### src/rtl/obi_port_arbiter.sv
// Shares one OBI memory port between the instruction-fetch and data ports.
// Round-robin arbitration with grant lock; an owner FIFO routes in-order responses back.
module obi_port_arbiter #(
    parameter int unsigned MAX_OUTSTANDING = 2,
    parameter int unsigned ADDR_WIDTH      = 32,
    parameter int unsigned DATA_WIDTH      = 32
) (
    input  logic                      clk_i,
    input  logic                      rst_ni,
    input  logic                      instr_req_i,
    output logic                      instr_gnt_o,
    output logic                      instr_rvalid_o,
    input  logic [ADDR_WIDTH-1:0]     instr_addr_i,
    output logic [DATA_WIDTH-1:0]     instr_rdata_o,
    input  logic                      data_req_i,
    output logic                      data_gnt_o,
    output logic                      data_rvalid_o,
    input  logic [ADDR_WIDTH-1:0]     data_addr_i,
    input  logic [DATA_WIDTH/8-1:0]   data_be_i,
    input  logic                      data_we_i,
    input  logic [DATA_WIDTH-1:0]     data_wdata_i,
    output logic [DATA_WIDTH-1:0]     data_rdata_o,
    output logic                      mem_req_o,
    input  logic                      mem_gnt_i,
    input  logic                      mem_rvalid_i,
    output logic [ADDR_WIDTH-1:0]     mem_addr_o,
    output logic [DATA_WIDTH/8-1:0]   mem_be_o,
    output logic                      mem_we_o,
    output logic [DATA_WIDTH-1:0]     mem_wdata_o,
    input  logic [DATA_WIDTH-1:0]     mem_rdata_i,
    output logic                      proto_err_o
);

    localparam int unsigned BE_W  = DATA_WIDTH / 8;
    localparam int unsigned CNT_W = $clog2(MAX_OUTSTANDING + 1);
    localparam int unsigned PTR_W = (MAX_OUTSTANDING > 1) ? $clog2(MAX_OUTSTANDING) : 1;

    typedef enum logic {
        PORT_INSTR = 1'b0,
        PORT_DATA  = 1'b1
    } port_e;

    logic [MAX_OUTSTANDING-1:0] owner_q, owner_d;
    logic [PTR_W-1:0]           wptr_q, wptr_d, rptr_q, rptr_d;
    logic [CNT_W-1:0]           count_q, count_d;
    logic                       lock_q, lock_d;
    port_e                      lock_owner_q, lock_owner_d;
    port_e                      rr_last_q, rr_last_d;
    logic                       proto_err_q, proto_err_d;
    port_e                      sel_s, head_s;
    logic                       lock_live_s, not_full_s, push_s, pop_s;

    function automatic logic [PTR_W-1:0] ptr_inc(input logic [PTR_W-1:0] p);
        if (p == PTR_W'(MAX_OUTSTANDING - 1)) begin
            return {PTR_W{1'b0}};
        end else begin
            return p + PTR_W'(1);
        end
    endfunction

    // A lock only survives while its owner keeps requesting.
    assign lock_live_s = lock_q & ((lock_owner_q == PORT_INSTR) ? instr_req_i : data_req_i);
    assign not_full_s  = (count_q < CNT_W'(MAX_OUTSTANDING));
    assign mem_req_o   = rst_ni & (instr_req_i | data_req_i) & not_full_s;
    assign push_s      = mem_req_o & mem_gnt_i;
    assign pop_s       = rst_ni & mem_rvalid_i & (count_q != CNT_W'(0));
    assign head_s      = port_e'(owner_q[rptr_q]);

    assign instr_gnt_o    = push_s & (sel_s == PORT_INSTR);
    assign data_gnt_o     = push_s & (sel_s == PORT_DATA);
    assign instr_rvalid_o = pop_s & (head_s == PORT_INSTR);
    assign data_rvalid_o  = pop_s & (head_s == PORT_DATA);
    assign instr_rdata_o  = mem_rdata_i;
    assign data_rdata_o   = mem_rdata_i;
    assign proto_err_o    = proto_err_q;

    // Port selection: lock, then single requester, then round-robin.
    always_comb begin
        sel_s = PORT_INSTR;
        if (lock_live_s) begin
            sel_s = lock_owner_q;
        end else if (instr_req_i && !data_req_i) begin
            sel_s = PORT_INSTR;
        end else if (data_req_i && !instr_req_i) begin
            sel_s = PORT_DATA;
        end else if (rr_last_q == PORT_INSTR) begin
            sel_s = PORT_DATA;
        end else begin
            sel_s = PORT_INSTR;
        end
    end

    // Request payload mux; fetches are full-word reads.
    always_comb begin
        mem_addr_o  = instr_addr_i;
        mem_be_o    = {BE_W{1'b1}};
        mem_we_o    = 1'b0;
        mem_wdata_o = {DATA_WIDTH{1'b0}};
        case (sel_s)
            PORT_DATA: begin
                mem_addr_o  = data_addr_i;
                mem_be_o    = data_be_i;
                mem_we_o    = data_we_i;
                mem_wdata_o = data_wdata_i;
            end
            default: begin
                mem_addr_o  = instr_addr_i;
                mem_be_o    = {BE_W{1'b1}};
                mem_we_o    = 1'b0;
                mem_wdata_o = {DATA_WIDTH{1'b0}};
            end
        endcase
    end

    // Next-state for owner FIFO, lock, round-robin pointer and error flag.
    always_comb begin
        owner_d      = owner_q;
        wptr_d       = wptr_q;
        rptr_d       = rptr_q;
        count_d      = count_q;
        rr_last_d    = rr_last_q;
        lock_d       = mem_req_o & ~mem_gnt_i;
        lock_owner_d = sel_s;
        proto_err_d  = proto_err_q | (mem_rvalid_i & (count_q == CNT_W'(0)));
        if (push_s) begin
            owner_d[wptr_q] = sel_s;
            wptr_d          = ptr_inc(wptr_q);
            rr_last_d       = sel_s;
        end else begin
            wptr_d    = wptr_q;
            rr_last_d = rr_last_q;
        end
        if (pop_s) begin
            rptr_d = ptr_inc(rptr_q);
        end else begin
            rptr_d = rptr_q;
        end
        case ({push_s, pop_s})
            2'b10:   count_d = count_q + CNT_W'(1);
            2'b01:   count_d = count_q - CNT_W'(1);
            default: count_d = count_q;
        endcase
    end

    // State registers with synchronous active-low reset.
    always_ff @(posedge clk_i) begin
        if (!rst_ni) begin
            owner_q      <= {MAX_OUTSTANDING{1'b0}};
            wptr_q       <= {PTR_W{1'b0}};
            rptr_q       <= {PTR_W{1'b0}};
            count_q      <= {CNT_W{1'b0}};
            lock_q       <= 1'b0;
            lock_owner_q <= PORT_INSTR;
            rr_last_q    <= PORT_INSTR;
            proto_err_q  <= 1'b0;
        end else begin
            owner_q      <= owner_d;
            wptr_q       <= wptr_d;
            rptr_q       <= rptr_d;
            count_q      <= count_d;
            lock_q       <= lock_d;
            lock_owner_q <= lock_owner_d;
            rr_last_q    <= rr_last_d;
            proto_err_q  <= proto_err_d;
        end
    end

endmodule

### config.mk
export PLATFORM = sky130hd
export DESIGN_NAME = obi_port_arbiter
export DESIGN_NICKNAME = d
export VERILOG_FILES = /design/src/rtl/obi_port_arbiter.sv
export SDC_FILE = /design/constraint.sdc
export NUM_CORES = 1
export LEC_CHECK = 0
export CORE_AREA = 2 2 106 108
export CTS_CLUSTER_SIZE = 14
export DETAILED_ROUTE_END_ITERATION = 8
export DIE_AREA = 0 0 108 110
export DONT_BUFFER_PORTS = 1
export GPL_TIMING_DRIVEN = 0
export PLACE_DENSITY = 0.3
export SKIP_CTS_REPAIR_TIMING = 1
export SKIP_LAST_GASP = 1
export SLEW_MARGIN = 0
export SYNTH_ARGS = -nofsm -noshare
export SYNTH_HDL_FRONTEND = slang
export SYNTH_SLANG_ARGS = --single-unit
### constraint.sdc
create_clock -name clk_i -period 2.45 [get_ports clk_i]
set_input_delay 0.1225 -clock clk_i [delete_from_list [all_inputs] [get_ports clk_i]]
set_output_delay 0.1225 -clock clk_i [all_outputs]
set_load 0.1 [all_outputs]
==> qor.yml, run 1 <==
floorplan:
  die_area_mm2: 0.0119
  start_util_pct: 15.4
  ioPinCount: 278
  die_w_um: 108
  die_h_um: 110
  fp.coreArea_mm2: 0.0107
  fp-row-count: 38
run_status:
  status: "finished with violations"
  violations: "negative setup slack"
clock_tree:
  numCtsBuffers: 3
  clkTransAtPathRegs_ns: 0.05
  cts_tree: "done"
  h-tree-depth: 1
  clock_path_buffers: 2
  clkSinkCount: 10
  root_buffer: "clkbuf_8"
  clock_latency_ns: 0.23
synth:
  seq_area_frac_synth_pct: 12.1
  synth_xor_area_share_pct: 2.13
  ys_types: 27
  synth_area_per_cell_um2: 8.67
  synth-simple-area-share_pct: 19.3
  synth_cells: 190
  ys_warn_count: 0
  synth_mux_area_share_pct: 26.3
  synthAdderAreaFrac_pct: 0.759
  synth-async-reset-ratio_pct: 0
  synth_compound_area_share_pct: 6.00
  synth_top_family_by_area: "buffers and inverters"
  yosys_register_bits: 10
  synth_edf_count: 0
  synth_fp_nets: 330
  synth_area_mm2: 0.00165
  ys.flop_type: "dfxtp_1"
finish:
  drive_above_1_share_pct: 75.3
  mostFrequentLayoutCell: "buf_4"
  nets: 336
  area_growth_pct: 20.3
  mostFrequentLayoutCells: "buf_4 (64), nor2b_2 (32), mux2_4 (17)"
  utilization_pct: 18.5
  final_area_mm2: 0.00198
  n_antenna_cell: 0
global_route:
  grt_pass1_wl_um: 5860
  grt_max_degree: 11
  overflow: 0
  antenna_found_initial: 0
  grt.total_usage_pct: 6.51
  first_global_vias: 1146
setup_path:
  worstPathArrival_ns: 2.35
  worstSetupPathType: "reg -> out"
  worst-path-max-fanout: 10
  cpPeakStageDelay_ns: 0.98
  path_cells: "nand2b_1, a21oi_1, a21oi_2, buf_6, clkbuf_1, nor2b_2"
  crit_slowest_cell: "nor2b_2"
  start_kind: "register"
  end_kind: "primary output"
  required_ns: 2.33
timing:
  rsz0062_at_grt: "yes"
  skew_ns: 0.00443
  setup-violations-final: 6
  setup_ws_ns: -0.0247
  slew_violations: 0
  fmax_mhz: 404
  slew_headroom_pct: 22.3
  worst_slew_pin_slew_ns: 1.16
  finalHoldViolCount: 0
  timing.final.crit_share_pct: 101
  min_period_ns: 2.47
power:
  p_clk_share_pct: 8.1
  leakagePower_nw: 0.856
  total_power_mw: 2.08
  pwr-share-comb_pct: 82.1
  swShare_pct: 74.7
  pwr-share-seq_pct: 9.8
  p_int_mw: 0.527
  irDropWorstVdd_mv: 0.375
  switchingPower_mw: 1.56
  powerDensity_mw_per_mm2: 1050
placed_design:
  portBuffers: 0
  gp_congestion: 0.730
  pre_cts_ws_ns: 0.221
  place_hpwl_um: 4350
  place_area_mm2: 0.00192
drt:
  vias: 1276
  wl_per_cell_um: 14.6
  drc_errors: 0
  ant_nets: 0
  vias_per_cell: 3.82
  drt_iter0_drc: 34
  drt-total-wl_um: 4890
  dr.pass1.iters: 4
min_path:
  hold_path.class: "in -> reg"
job:
  maxCapViolCount: 0
-- area by class of cell --
cell class                      count  area, um^2
Tap cell                          140         175
Sequential cell                    10         200
Multi-Input combinational cell    104        1010
Timing Repair Buffer                1        10.0
Clock buffer                        3        41.3
Fill cell                        1185        8720
Inverter                            3        11.3
Buffer                             73         538
-- logic make-up (layout without fill, tap and decap cells) --
logic type	after synthesis	count (layout)
adders and majority gates	1	1
AOI/OAI and AO/OA	13	13
muxes	33	33
buffers and inverters	76	80
and+or+nand+nor	53	53
DFF	10	10
xor gates and xnor gates	4	4
-- stage by stage --
step | TNS, ns | hold slack (ns) | instances
floorplan | 0 | 0.194 | 190
finish | -0.0473 | 0.0559 | 334
CTS | -0.199 | -0.0412 | 333
global route | -4.02 | 0.105 | 334
detailed placement | 0 | 0.207 | 330
global placement | -4.95 | 0.205 | 330
-- worst max-delay path: cells and delay by family, from the launching register on --
| kind | cells | cell delay, ns |
|---|---|---|
| DFF | 1 | 0.30 |
| AOI/OAI and AO/OA | 2 | 0.24 |
| and+or+nand+nor | 2 | 1.11 |
| buffers and inverters | 2 | 0.45 |
-- sequential cells by signal, summed over array words and instances, names as in the netlist --
| register | flops |
|---|---|
| count_q | 2 |
| lock_owner_q | 1 |
| lock_q | 1 |
| owner_q | 2 |
| proto_err_o | 1 |
| rptr_q | 1 |
| rr_last_q | 1 |
| wptr_q | 1 |
-- synth_stat cells (3+ instances only) --
cell type,count,area (um^2)
buf_6,3,33.8
buf_4,64,480
mux2_4,17,255
mux2_2,15,169
or2_2,4,25.0
and2_1,3,18.8
inv_1,3,11.3
dfxtp_1,10,200
o211ai_1,3,22.5
nor2b_1,38,238
nor2_1,3,11.3
clkbuf_1,5,18.8
xnor2_1,4,35.0
-- per-layer routing --
metal	wire length, um	share of wire [%]	up-vias	global-route usage, %
met5	0	0	-	0
met4	22	0.45	0	1.10
met3	491	10	2	1.23
met2	2690	55	148	12.8
met1	1690	35	565	7.31
li1	-	-	561	-
-- power by group through the flow --
stage	clock network, mW	logic [mW]	registers, mW
floorplan	0	1.64	0.204
global placement	0	1.69	0.208
detailed placement	0	1.71	0.208
CTS	0.176	1.71	0.205
global route	0.192	1.75	0.207
finish	0.169	1.71	0.205
-- final timing paths --
check / startpoint / to / slack, ns / cells after the start
hold reg to reg: rr_last_q$_SDFFE_PN0N_ / rr_last_q$_SDFFE_PN0N_ / 0.48 / 2
hold / removal: mem_rvalid_i / proto_err_o$_SDFF_PN0_ / 0.06 / 2
setup / recovery: lock_q$_SDFF_PN0_ / mem_wdata_o[0] / -0.02 / 6
setup reg to reg: count_q[0]$_SDFFE_PN0P_ / count_q[1]$_SDFFE_PN0P_ / 0.60 / 5
Note: power is estimated with default switching activity, not from simulation.
==> inputs of run 2 (changes only) <==
- clock period: 2.45 -> 2.8 ns (I/O delays scaled with it)
==> run 2 against run 1 <==
Compared with the run above:
- the flow now finishes without violations
- flip-flop and latch count unchanged
- via count about the same
- sequential share of layout area increased by 0.077 points
- clock power decreased by 12%
- global-route usage unchanged
- final area decreased by 0.76%
- setup slack improved by 0.33 ns
- sequential power decreased by 13%
- register-to-register slack improved by 0.35 ns
- combinational power decreased by 13%
- largest cell class unchanged
==> qor.yml, run 2 (synthesis gave the netlist of run 1 again) <==
timing:
  timing.final.crit_share_pct: 89.0
  hold_slack_ns: 0.0734
  skew_ns: 0.00443
  worst_slew_pin_slew_ns: 1.16
  setup_ws_ns: 0.308
  final.setup.tns_ns: 0
  slew_headroom_pct: 22.3
  rsz0062_at_grt: "no"
  fmax_mhz: 401
  finalHoldViolCount: 0
  setup-violations-final: 0
  slew_violations: 0
  min_period_ns: 2.49
placed_design:
  place_area_mm2: 0.00192
  place_hpwl_um: 4350
  gp_congestion: 0.730
  portBuffers: 0
  placed_cells: 330
  pre_cts_ws_ns: 0.553
power:
  powerDensity_mw_per_mm2: 925
  swShare_pct: 74.8
  irDropWorstVdd_mv: 0.327
  p_int_mw: 0.459
  pwr-share-comb_pct: 82.0
  switchingPower_mw: 1.36
  p_clk_share_pct: 8.1
  pwr-share-seq_pct: 9.8
  leakagePower_nw: 0.845
  total_power_mw: 1.82
finish:
  reg_top3: "count_q: 2 flops, owner_q: 2 flops"
  fillCellCount: 1187
  mostFrequentLayoutCell: "buf_4"
  mostFrequentLayoutCells: "buf_4 (64), nor2b_2 (35), mux2_4 (17)"
  utilization_pct: 18.4
  final_area_mm2: 0.00197
  n_antenna_cell: 0
  stdcell_count: 334
  area_growth_pct: 19.4
  nets: 336
  drive_above_1_share_pct: 75.3
job:
  maxCapViolCount: 0
global_route:
  use_met1_pct: 7.31
  antenna_found_initial: 0
  first_global_vias: 1146
  grt-busiest-layer: "met2"
  grt_max_degree: 11
  grt_util_met3_pct: 1.23
  met2_usage_pct: 12.8
  grt.total_usage_pct: 6.51
  grt_pass1_wl_um: 5860
  overflow: 0
setup_path:
  cpPeakStageDelay_ns: 0.98
  path_cells: "nand2b_1, a21oi_1, a21oi_2, buf_6, clkbuf_1, nor2b_2"
  end_kind: "primary output"
  crit_path_start: "lock_q$_SDFF_PN0_"
  worstPathArrival_ns: 2.35
  worstSetupPathType: "reg -> out"
  crit_family: "simple AND/OR/NAND/NOR gates"
  r2r_end: "count_q[1]$_SDFFE_PN0P_"
  r2r-start: "count_q[0]$_SDFFE_PN0P_"
  crit_slowest_cell: "nor2b_2"
  reg2regPathDepth: 5
  path_buf_inv: 2
  worst-path-max-fanout: 10
  start_kind: "register"
  required_ns: 2.66
  r2r_slack_ns: 0.95
drt:
  drt-total-wl_um: 4880
  vias_per_cell: 3.82
  ant_nets: 0
  wl_per_cell_um: 14.6
  drt_iter0_drc: 34
  vias: 1275
  dr.pass1.iters: 4
  drc_errors: 0
floorplan:
  ioPinCount: 278
  fp-row-count: 38
  die_w_um: 108
  fp.coreArea_mm2: 0.0107
  start_util_pct: 15.4
  die_h_um: 110
  die_area_mm2: 0.0119
min_path:
  hold_path.class: "in -> reg"
  min_from: "mem_rvalid_i"
  min_path_cells: 2
  min_to: "proto_err_o$_SDFF_PN0_"
clock_tree:
  h-tree-depth: 1
  clkSinkCount: 10
  clock_latency_ns: 0.23
  cts_tree: "done"
  clkTransAtPathRegs_ns: 0.05
  clock_path_buffers: 2
  numCtsBuffers: 3
  root_buffer: "clkbuf_8"
run_status:
  status: "finished, final reports clean"
==> run 2: cell count changes in the layout (fill, tap and decap cells not counted) <==
cell / before / now
nor2b_4: 3 / 0
nor2b_2: 32 / 35
==> run 2: worst max-delay path by stage <==
| stage | to | slack, ns | cells past startpoint |
|---|---|---|---|
| finish | mem_wdata_o[0] | 0.31 | 6 |
| global route | mem_wdata_o[3] | 0.16 | 6 |
| CTS | mem_wdata_o[0] | 0.30 | 6 |
| detailed placement | mem_wdata_o[0] | 0.55 | 6 |
| global placement | mem_wdata_o[3] | 0.09 | 6 |
| floorplan | mem_wdata_o[0] | 0.35 | 6 |
==> run 2: routing by layer <==
metal | part of all wire (%) | wire length (um)
met1 | 35 | 1700
met2 | 55 | 2670
met3 | 10 | 487
met4 | 0.45 | 22
met5 | 0 | 0
==> run 2: final cells by class <==
class                           count  area [um^2]  share of cell area, %
Sequential cell                    10          200                   10.2
Timing Repair Buffer                1         10.0                  0.509
Buffer                             73          538                   27.4
Inverter                            3         11.3                  0.573
Tap cell                          140          175                   8.91
Multi-Input combinational cell    104          991                   50.4
Clock buffer                        3         41.3                   2.10
==> run 2: power groups by stage <==
stage / combinational [mW] / clock (mW) / sequential [mW]
final: 1.49 / 0.148 / 0.179
after global routing: 1.53 / 0.168 / 0.181
after CTS: 1.50 / 0.154 / 0.179
after detailed placement: 1.50 / 0 / 0.182
after global placement: 1.48 / 0 / 0.182
after floorplan: 1.43 / 0 / 0.178
==> inputs of run 3 (changes only) <==
--- a/config.mk
+++ b/config.mk
@@ -7,4 +7,5 @@
 export LEC_CHECK = 0
 export CORE_AREA = 2 2 106 108
+export CTS_CLUSTER_DIAMETER = 80
 export CTS_CLUSTER_SIZE = 14
 export DETAILED_ROUTE_END_ITERATION = 8
==> constraint.sdc (replaced) <==
create_clock -name clk_i -period 2.8 [get_ports clk_i]
set_input_delay 0 -clock clk_i [delete_from_list [all_inputs] [get_ports clk_i]]
set_output_delay 0 -clock clk_i [all_outputs]
set_load 0.1 [all_outputs]
==> run 3 against run 2 <==
Compared with the run above:
- count of clock-buffer cells in the layout unchanged
- via count barely moved
- non-clock buffer count grew 1
- die area is the same
- worst hold slack improved by 0.063 ns
- flip-flop and latch count is the same
- final area rose by 0.51%
- clock power about the same
- clock skew barely moved
- combinational power barely moved
- wire length decreased by 0.27%
- largest cell class unchanged
- largest power group unchanged
- highest routed layer unchanged
==> qor.yml, run 3 (synthesis gave the netlist of run 1 again) <==
floorplan:
  ioPinCount: 278
  fp-row-count: 38
  die_w_um: 108
  die_area_mm2: 0.0119
  start_util_pct: 15.4
  die_h_um: 110
  fp.coreArea_mm2: 0.0107
timing:
  rsz0062_at_grt: "no"
  min_period_ns: 2.34
  slew_headroom_pct: 23.2
  hold_slack_ns: 0.136
  timing.final.crit_share_pct: 83.5
  setup-violations-final: 0
  slew_violations: 0
  finalHoldViolCount: 0
  worst_slew_pin_slew_ns: 1.15
  skew_ns: 0.00435
  final.setup.tns_ns: 0
  fmax_mhz: 427
finish:
  nets: 337
  area.sequential_um2: 200
  reg_top3: "count_q: 2 flops, owner_q: 2 flops"
  final_area_mm2: 0.00198
  mostFrequentLayoutCells: "buf_4 (64), nor2b_2 (35), mux2_4 (17)"
  multiInputGateArea_um2: 991
  area_growth_pct: 20.0
  fillCellCount: 1189
  n_antenna_cell: 0
  mostFrequentLayoutCell: "buf_4"
  drive_above_1_share_pct: 74.9
  utilization_pct: 18.5
clock_tree:
  clock_latency_ns: 0.23
  clkTransAtPathRegs_ns: 0.05
  clkSinkCount: 10
  h-tree-depth: 1
  numCtsBuffers: 3
  clock_path_buffers: 2
  root_buffer: "clkbuf_8"
  cts_tree: "done"
power:
  powerDensity_mw_per_mm2: 920
  leakagePower_nw: 0.849
  irDropWorstVdd_mv: 0.327
global_route:
  antenna_found_initial: 0
  overflow: 0
  grt_max_degree: 11
  first_global_vias: 1146
  grt.total_usage_pct: 6.51
  grt_pass1_wl_um: 5860
placed_design:
  gp_congestion: 0.730
  portBuffers: 0
  place_hpwl_um: 4350
  place_area_mm2: 0.00192
setup_path:
  start_kind: "register"
  worstSetupPathType: "reg -> out"
  worst-path-max-fanout: 10
  worstPathArrival_ns: 2.34
  required_ns: 2.80
  end_kind: "primary output"
run_status:
  status: "finished, final reports clean"
job:
  maxCapViolCount: 0
drt:
  vias_per_cell: 3.80
  drc_errors: 0
  drt_iter0_drc: 38
  vias: 1274
  dr.pass1.iters: 4
  ant_nets: 0
  drt-total-wl_um: 4870
  wl_per_cell_um: 14.5
min_path:
  hold_path.class: "in -> reg"
## run 3: changes by cell type in the layout (fill, tap and decap cells not counted), sizes merged
| cell | change |
|---|---|
| dlygate4sd3 | +1 |
## run 3: worst paths after layout
kind                           start                 endpoint  slack [ns]  cells past startpoint
max                lock_q$_SDFF_PN0_           mem_wdata_o[0]        0.46                      6
min                           rst_ni  owner_q[0]$_SDFFE_PN0P_        0.14                      2
max reg2reg  count_q[0]$_SDFFE_PN0P_  count_q[1]$_SDFFE_PN0P_        0.95                      5
min reg2reg   rr_last_q$_SDFFE_PN0N_   rr_last_q$_SDFFE_PN0N_        0.48                      2
## run 3: cell type report
type	instances	area share, %
multi-input combinational	104	50.1
tap	140	8.86
buffer	73	27.2
clock buffer	3	2.09
timing repair buffer	2	1.01
sequential	10	10.1
inverter	3	0.570
## run 3: per-layer routing
| layer | wire [um] | GRT usage, % |
|---|---|---|
| met1 | 1710 | 7.31 |
| met2 | 2650 | 12.8 |
| met3 | 494 | 1.23 |
| met4 | 22 | 1.10 |
| met5 | 0 | 0 |
## run 3: through the flow
stage	total power, mW	cells	worst slack [ns]
finish	1.82	335	0.461
global route	1.88	335	0.300
CTS	1.83	333	0.435
detailed placement	1.68	330	0.693
global placement	1.66	330	0.226
floorplan	1.61	190	0.489
## run 3: worst max-delay path: stages (launching register included)
cell and delay (ns):
dfxtp_1 0.30, nand2b_1 0.13, a21oi_1 0.17, a21oi_2 0.07, buf_6 0.16, clkbuf_1 0.29, nor2b_2 0.97
## run 3: power breakdown
group / switching, mW / total, mW / leakage (nW) / internal (mW)
logic: 1.28 / 1.49 / 0.745 / 0.209
clock network: 0.0541 / 0.148 / 0.0216 / 0.0940
registers: 0.0228 / 0.179 / 0.0824 / 0.156
total: 1.36 / 1.82 / 0.849 / 0.460
